--- src/rtl/mac_accumulate_if.sv ---
// Stream bundle between the MAC stage, its beat producer and the requantization consumer.
// The master modport is the producer/consumer side; the slave modport is the MAC stage.
interface mac_accumulate_if #(
    parameter int INT32_SIZE = 32,
    parameter int LANES      = 4
);
    logic                         in_valid;
    logic                         in_ready;
    logic [LANES*8-1:0]           in_input;
    logic [LANES*8-1:0]           in_filter;
    logic                         in_last;
    logic                         out_valid;
    logic                         out_ready;
    logic signed [INT32_SIZE-1:0] out_acc;

    modport master (
        output in_valid, in_input, in_filter, in_last, out_ready,
        input  in_ready, out_valid, out_acc
    );

    modport slave (
        input  in_valid, in_input, in_filter, in_last, out_ready,
        output in_ready, out_valid, out_acc
    );
endinterface

--- src/rtl/mac_accumulate.sv ---
// Pipelined int8 multiply-accumulate: offset-adjusted lane products registered in S1,
// folded into a packet accumulator, and handed off through a one-entry output register.
module mac_accumulate #(
    parameter int INT32_SIZE = 32,
    parameter int LANES      = 4
) (
    input  logic                         clk,
    input  logic                         reset,
    input  logic signed [INT32_SIZE-1:0] input_offset,
    mac_accumulate_if.slave              bus,
    output logic [15:0]                  beat_count,
    output logic                         busy
);

    function automatic logic signed [INT32_SIZE-1:0] sext8(input logic [7:0] v);
        return {{(INT32_SIZE-8){v[7]}}, v};
    endfunction

    logic signed [INT32_SIZE-1:0] w_prod [LANES];
    logic signed [INT32_SIZE-1:0] w_sum;
    logic                         w_accept;
    logic                         w_s1_consume;
    logic                         w_last_consume;
    logic                         w_out_take;

    logic signed [INT32_SIZE-1:0] r_s1_prod [LANES];
    logic                         r_s1_valid;
    logic                         r_s1_last;
    logic signed [INT32_SIZE-1:0] r_acc;
    logic [15:0]                  r_beat_count;
    logic                         r_out_valid;
    logic signed [INT32_SIZE-1:0] r_out_acc;

    // Products wrap to INT32_SIZE bits; no saturation anywhere in the datapath.
    always_comb begin : lane_products
        for (int i = 0; i < LANES; i++) begin
            w_prod[i] = (sext8(bus.in_input[8*i +: 8]) + input_offset)
                        * sext8(bus.in_filter[8*i +: 8]);
        end
    end

    always_comb begin : lane_sum
        // NOTE: default assignment first so no path through always_comb infers a latch.
        w_sum = '0;
        for (int i = 0; i < LANES; i++) begin
            w_sum = w_sum + r_s1_prod[i];
        end
    end

    // Only a last beat can stall, and only while an unaccepted result occupies the output.
    assign w_s1_consume   = r_s1_valid && (!r_s1_last || !r_out_valid || bus.out_ready);
    assign w_last_consume = w_s1_consume && r_s1_last;
    assign w_out_take     = r_out_valid && bus.out_ready;
    assign bus.in_ready   = !r_s1_valid || w_s1_consume;
    assign w_accept       = bus.in_valid && bus.in_ready;

    always_ff @(posedge clk or posedge reset) begin : s1_control
        // NOTE: sequential state uses non-blocking assignments so every flop samples pre-edge values.
        if (reset) begin
            r_s1_valid <= 1'b0;
            r_s1_last  <= 1'b0;
        end else if (w_accept) begin
            r_s1_valid <= 1'b1;
            r_s1_last  <= bus.in_last;
        end else if (w_s1_consume) begin
            r_s1_valid <= 1'b0;
        end
    end

    // NOTE: product registers carry no reset; r_s1_valid qualifies every use of them.
    always_ff @(posedge clk) begin : s1_data
        if (w_accept) begin
            for (int i = 0; i < LANES; i++) begin
                r_s1_prod[i] <= w_prod[i];
            end
        end
    end

    always_ff @(posedge clk or posedge reset) begin : accumulate
        if (reset) begin
            r_acc        <= '0;
            r_beat_count <= '0;
            r_out_valid  <= 1'b0;
            r_out_acc    <= '0;
        end else begin
            if (w_s1_consume) begin
                if (r_s1_last) begin
                    r_out_acc    <= r_acc + w_sum;
                    r_out_valid  <= 1'b1;
                    r_acc        <= '0;
                    r_beat_count <= '0;
                end else begin
                    r_acc <= r_acc + w_sum;
                    if (r_beat_count != 16'hFFFF) begin
                        r_beat_count <= r_beat_count + 16'd1;
                    end
                end
            end
            // A drain coinciding with a new result keeps the register full: no bubble.
            if (w_out_take && !w_last_consume) begin
                r_out_valid <= 1'b0;
            end
        end
    end

    assign bus.out_valid = r_out_valid;
    assign bus.out_acc   = r_out_acc;
    assign beat_count    = r_beat_count;
    assign busy          = r_s1_valid || (r_beat_count != 16'd0) || r_out_valid;

endmodule

--- src/flat_wrapper.sv ---
// flat-port wrapper written by rule: the top's interface ports become plain ports
module mac_accumulate_flat 
#(
    parameter int INT32_SIZE = 32,
    parameter int LANES      = 4
)
  (clk, reset, input_offset, beat_count, busy, bus_in_valid, bus_in_input, bus_in_filter, bus_in_last, bus_out_ready, bus_in_ready, bus_out_valid, bus_out_acc);
  mac_accumulate_if #(.INT32_SIZE(INT32_SIZE), .LANES(LANES)) bus_i ();
  input  logic clk;
  input  logic reset;
  input  logic signed [INT32_SIZE-1:0] input_offset;
  output logic [15:0] beat_count;
  output logic busy;
  input wire logic [$bits(bus_i.in_valid)-1:0] bus_in_valid;
  input wire logic [$bits(bus_i.in_input)-1:0] bus_in_input;
  input wire logic [$bits(bus_i.in_filter)-1:0] bus_in_filter;
  input wire logic [$bits(bus_i.in_last)-1:0] bus_in_last;
  input wire logic [$bits(bus_i.out_ready)-1:0] bus_out_ready;
  output wire logic [$bits(bus_i.in_ready)-1:0] bus_in_ready;
  output wire logic [$bits(bus_i.out_valid)-1:0] bus_out_valid;
  output wire logic [$bits(bus_i.out_acc)-1:0] bus_out_acc;
  assign bus_i.in_valid = bus_in_valid;
  assign bus_i.in_input = bus_in_input;
  assign bus_i.in_filter = bus_in_filter;
  assign bus_i.in_last = bus_in_last;
  assign bus_i.out_ready = bus_out_ready;
  assign bus_in_ready = bus_i.in_ready;
  assign bus_out_valid = bus_i.out_valid;
  assign bus_out_acc = bus_i.out_acc;
  mac_accumulate #(.INT32_SIZE(INT32_SIZE), .LANES(LANES)) u_core (.clk(clk), .reset(reset), .input_offset(input_offset), .bus(bus_i), .beat_count(beat_count), .busy(busy));
endmodule
--- config.mk ---
export PLATFORM = sky130hd
export DESIGN_NAME = mac_accumulate_flat
export DESIGN_NICKNAME = d
export VERILOG_FILES = /design/src/rtl/mac_accumulate_if.sv /design/src/rtl/mac_accumulate.sv /design/src/flat_wrapper.sv
export SDC_FILE = /design/constraint.sdc
export NUM_CORES = 2
export LEC_CHECK = 0
export BUFFER_PORTS_ARGS = -buffer_cell sky130_fd_sc_hd__buf_2
export CAP_MARGIN = 5
export CORE_AREA = 2 2 379 419
export DETAILED_ROUTE_END_ITERATION = 8
export DIE_AREA = 0 0 381 421
export PLACE_DENSITY_LB_ADDON = 0.05
export SLEW_MARGIN = 15
export SYNTH_ARGS = -nofsm -noshare
export SYNTH_HDL_FRONTEND = slang
export SYNTH_SLANG_ARGS = --single-unit
--- constraint.sdc ---
create_clock -name clk -period 4.72 [get_ports clk]
set_input_delay 0.472 -clock clk [delete_from_list [all_inputs] [get_ports clk]]
set_output_delay 0.472 -clock clk [all_outputs]
set_load 0.01 [all_outputs]
==> impl_metrics.toml <==
[sta]
rsz0062_at_grt = "yes"
finalHoldViolCount = 0
worst_pin_slew_ns = 1.02
setup_ws_ns = -2.27
fmax_ghz = 0.143
slew_viol_final = 0
min_period_ns = 6.99
fin_crit_sh = 1.48
relSlewSlack = 0.321
setup_viol = 113
finClkSkew_ns = 0.0145

[cells_and_area]
stdcell_count = 8231
final_cell_mix = "1,012 x buf_4, 855 x inv_1, 704 x fa_1, 570 x and2_1, 337 x ha_1"
layout-drive-gt1-share = 0.319
fillers = 16100
layout_commonest_cell = "buf_4"
utilization = 0.398
area_delta_synth_final_pct = 38.2
nets = 7356
post-route-cell-area_um2 = 62300

[floorplan]
core_um2 = 157000
dieArea_um2 = 160000
start_util = 0.288
io_pins = 152
num_rows = 153
die_h_um = 421
fp.dieW_um = 381

[yosys]
synthesis.area_um2 = 45100
ys_seq_elements = 211
syn-num-nets = 6140
ys.flop_type = "edfxtp_1"
synth_warnings = 0
syn_inst = 4893
avgSynthCellArea_um2 = 9.22
synth.distinct_cells = 90
synth-async-reset-ratio = 0.393
synth_edf_count = 128
ys_seq_area_frac = 0.131

[route]
ant_nets = 0
via_count = 36600
dr.pass1.iters = 5
drc_errors = 0
drt_iter0_drc = 1494
wl_per_cell_um = 18.2
routed_wl_um = 150000
via_per_inst = 4.45

[job]
maxCapViolations = 0

[global_routing]
antenna_found_initial = 9
grt_pass1_vias = 38600
grt_usage = 0.188
grt_max_degree = 53
grt_first_pass_wirelength_um = 232000
grt_remaining_overflow = 0

[clocking]
cts_sinks = 211
cts-htree-levels = 1
clk_pin_slew_ns = 0.06
clockRootBuffer = "clkbuf_16"
cts_tree = "yes"
numCtsBuffers = 30
clockBufferDepth = 3
clkLatencyLatePin_ns = 0.63

[run_status]
failed_checks = "setup timing"
status = "finished with violations"

[place]
gp_congestion = 0.825
placed_area_um2 = 57700
placed_cells = 8087
place_worst_setup_slack_ns = -3.19
portBuffers = 151
dp_hpwl_um = 131000

[critical_path]
cp_max_fo = 4
cpMaxStageDelayCell = "fa_1"
critPathLaunchType = "primary input"
arrival_ns = 7.35
cp_slowest_stage_delay_ns = 0.55
cpMostUsedCell = "inv_2"
required_ns = 5.08
crit_type = "primary input to flip-flop"
endpoint_kind = "flip-flop"

[worst_hold_path]
hold_path_class = "primary input to flip-flop"
## final cells by class
| type | instances | area, um2 | area share |
|---|---|---|---|
| Tap cell | 2092 | 2620 | 0.0420 |
| Timing Repair Buffer | 1296 | 10100 | 0.163 |
| Multi-Input combinational cell | 3649 | 39100 | 0.628 |
| Inverter | 921 | 3460 | 0.0556 |
| Clock inverter | 16 | 149 | 0.00239 |
| Sequential cell | 211 | 5920 | 0.0950 |
| Clock buffer | 40 | 882 | 0.0142 |
| Antenna cell | 6 | 15.0 | 0.000241 |
## critical path, delay by kind of cell
family                     cells  cell delay, ns
and+or+nand+nor                6            0.82
adders and majority gates      7            2.51
xor gates and xnor gates       1            0.36
buffers and inverters          9            0.81
AOI/OAI and AO/OA             14            2.37
## cell families after synthesis
group,count (synthesis),share of synthesized area
and+or+nand+nor,1494,0.176
DFF,211,0.131
AOI/OAI and AO/OA,712,0.105
xor gates and xnor gates,285,0.0590
muxes,12,0.00319
adders and majority gates,1146,0.438
buffers and inverters,1033,0.0862
## Yosys cell counts, drive strengths merged, types with 6 or more instances
library cell	n	area share
o31a	9	0.0017
nand3	36	0.0041
a211oi	19	0.0032
and3	30	0.0042
xnor3	11	0.0055
xor2	70	0.014
fa	724	0.32
nand2	319	0.027
clkbuf	109	0.0093
o211ai	17	0.0028
a21boi	12	0.0020
o21bai	38	0.0063
a22o	27	0.0053
o21ai	125	0.014
nor2	235	0.020
or3	14	0.0019
nand4	25	0.0035
edfxtp	128	0.085
or2	6	0.00083
xnor2	203	0.039
inv	919	0.076
dfrtp	83	0.046
a31oi	32	0.0051
o31ai	9	0.0019
o21a	43	0.0072
nand2b	52	0.0072
a2111oi	8	0.0018
nor3	32	0.0036
a21oi	195	0.022
a21o	124	0.021
and2	616	0.085
ha	422	0.12
nor4	7	0.00097
nor2b	90	0.012
mux2	9	0.0022
## timing repair
item                                   in CTS  in global routing
pin swaps                                 296                253
buffers inserted                           81                 58
hold buffers                                1                  0
setup endpoints to repair                 133                135
endpoints found under the hold margin       6                  0
gates resized for setup                   389                248
## flip-flops by register name, indices dropped and copies added, names as in the netlist
| name | flops |
|---|---|
| u_core.r_s1_valid | 1 |
| u_core.bus.out_acc | 32 |
| u_core.r_s1_prod | 128 |
| u_core.beat_count | 16 |
| u_core.r_acc | 32 |
| u_core.bus.out_valid | 1 |
| u_core.r_s1_last | 1 |
## metal layers
layer  GRT usage  share of wire  vias to the layer above
met5           0              0                        -
met2       0.318           0.48                      379
met3      0.0120          0.023                       76
met1       0.267           0.48                    18200
met4      0.0331          0.019                        0
li1            -              -                    18000
## through the flow
stage	setup TNS (ns)	hold WS [ns]
after global placement	-224.95	0.455
after floorplan	-93.68	0.459
after detailed placement	-223.56	0.460
after global routing	-161.18	0.0452
final	-131.77	0.0634
after CTS	-132.63	0.0147
## worst paths after layout
kind	start	endpoint	slack, ns	depth (start not counted)
hold / removal	bus_out_ready	u_core.bus.out_valid	0.06	2
min in group asynchronous	reset	u_core.beat_count[4]	0.56	3
setup / recovery	bus_in_input[8]	u_core.r_s1_prod[1][31]	-2.27	37
max in group asynchronous	reset	u_core.r_acc[23]	3.07	4
hold reg to reg	u_core.bus.out_acc[19]	u_core.bus.out_acc[19]	0.47	2
setup reg to reg	u_core.r_s1_prod[2][1]	u_core.bus.out_acc[31]	-0.30	21
Power is not shown: default switching activity piles up to over one toggle a cycle in this logic, so the estimate is an artifact.
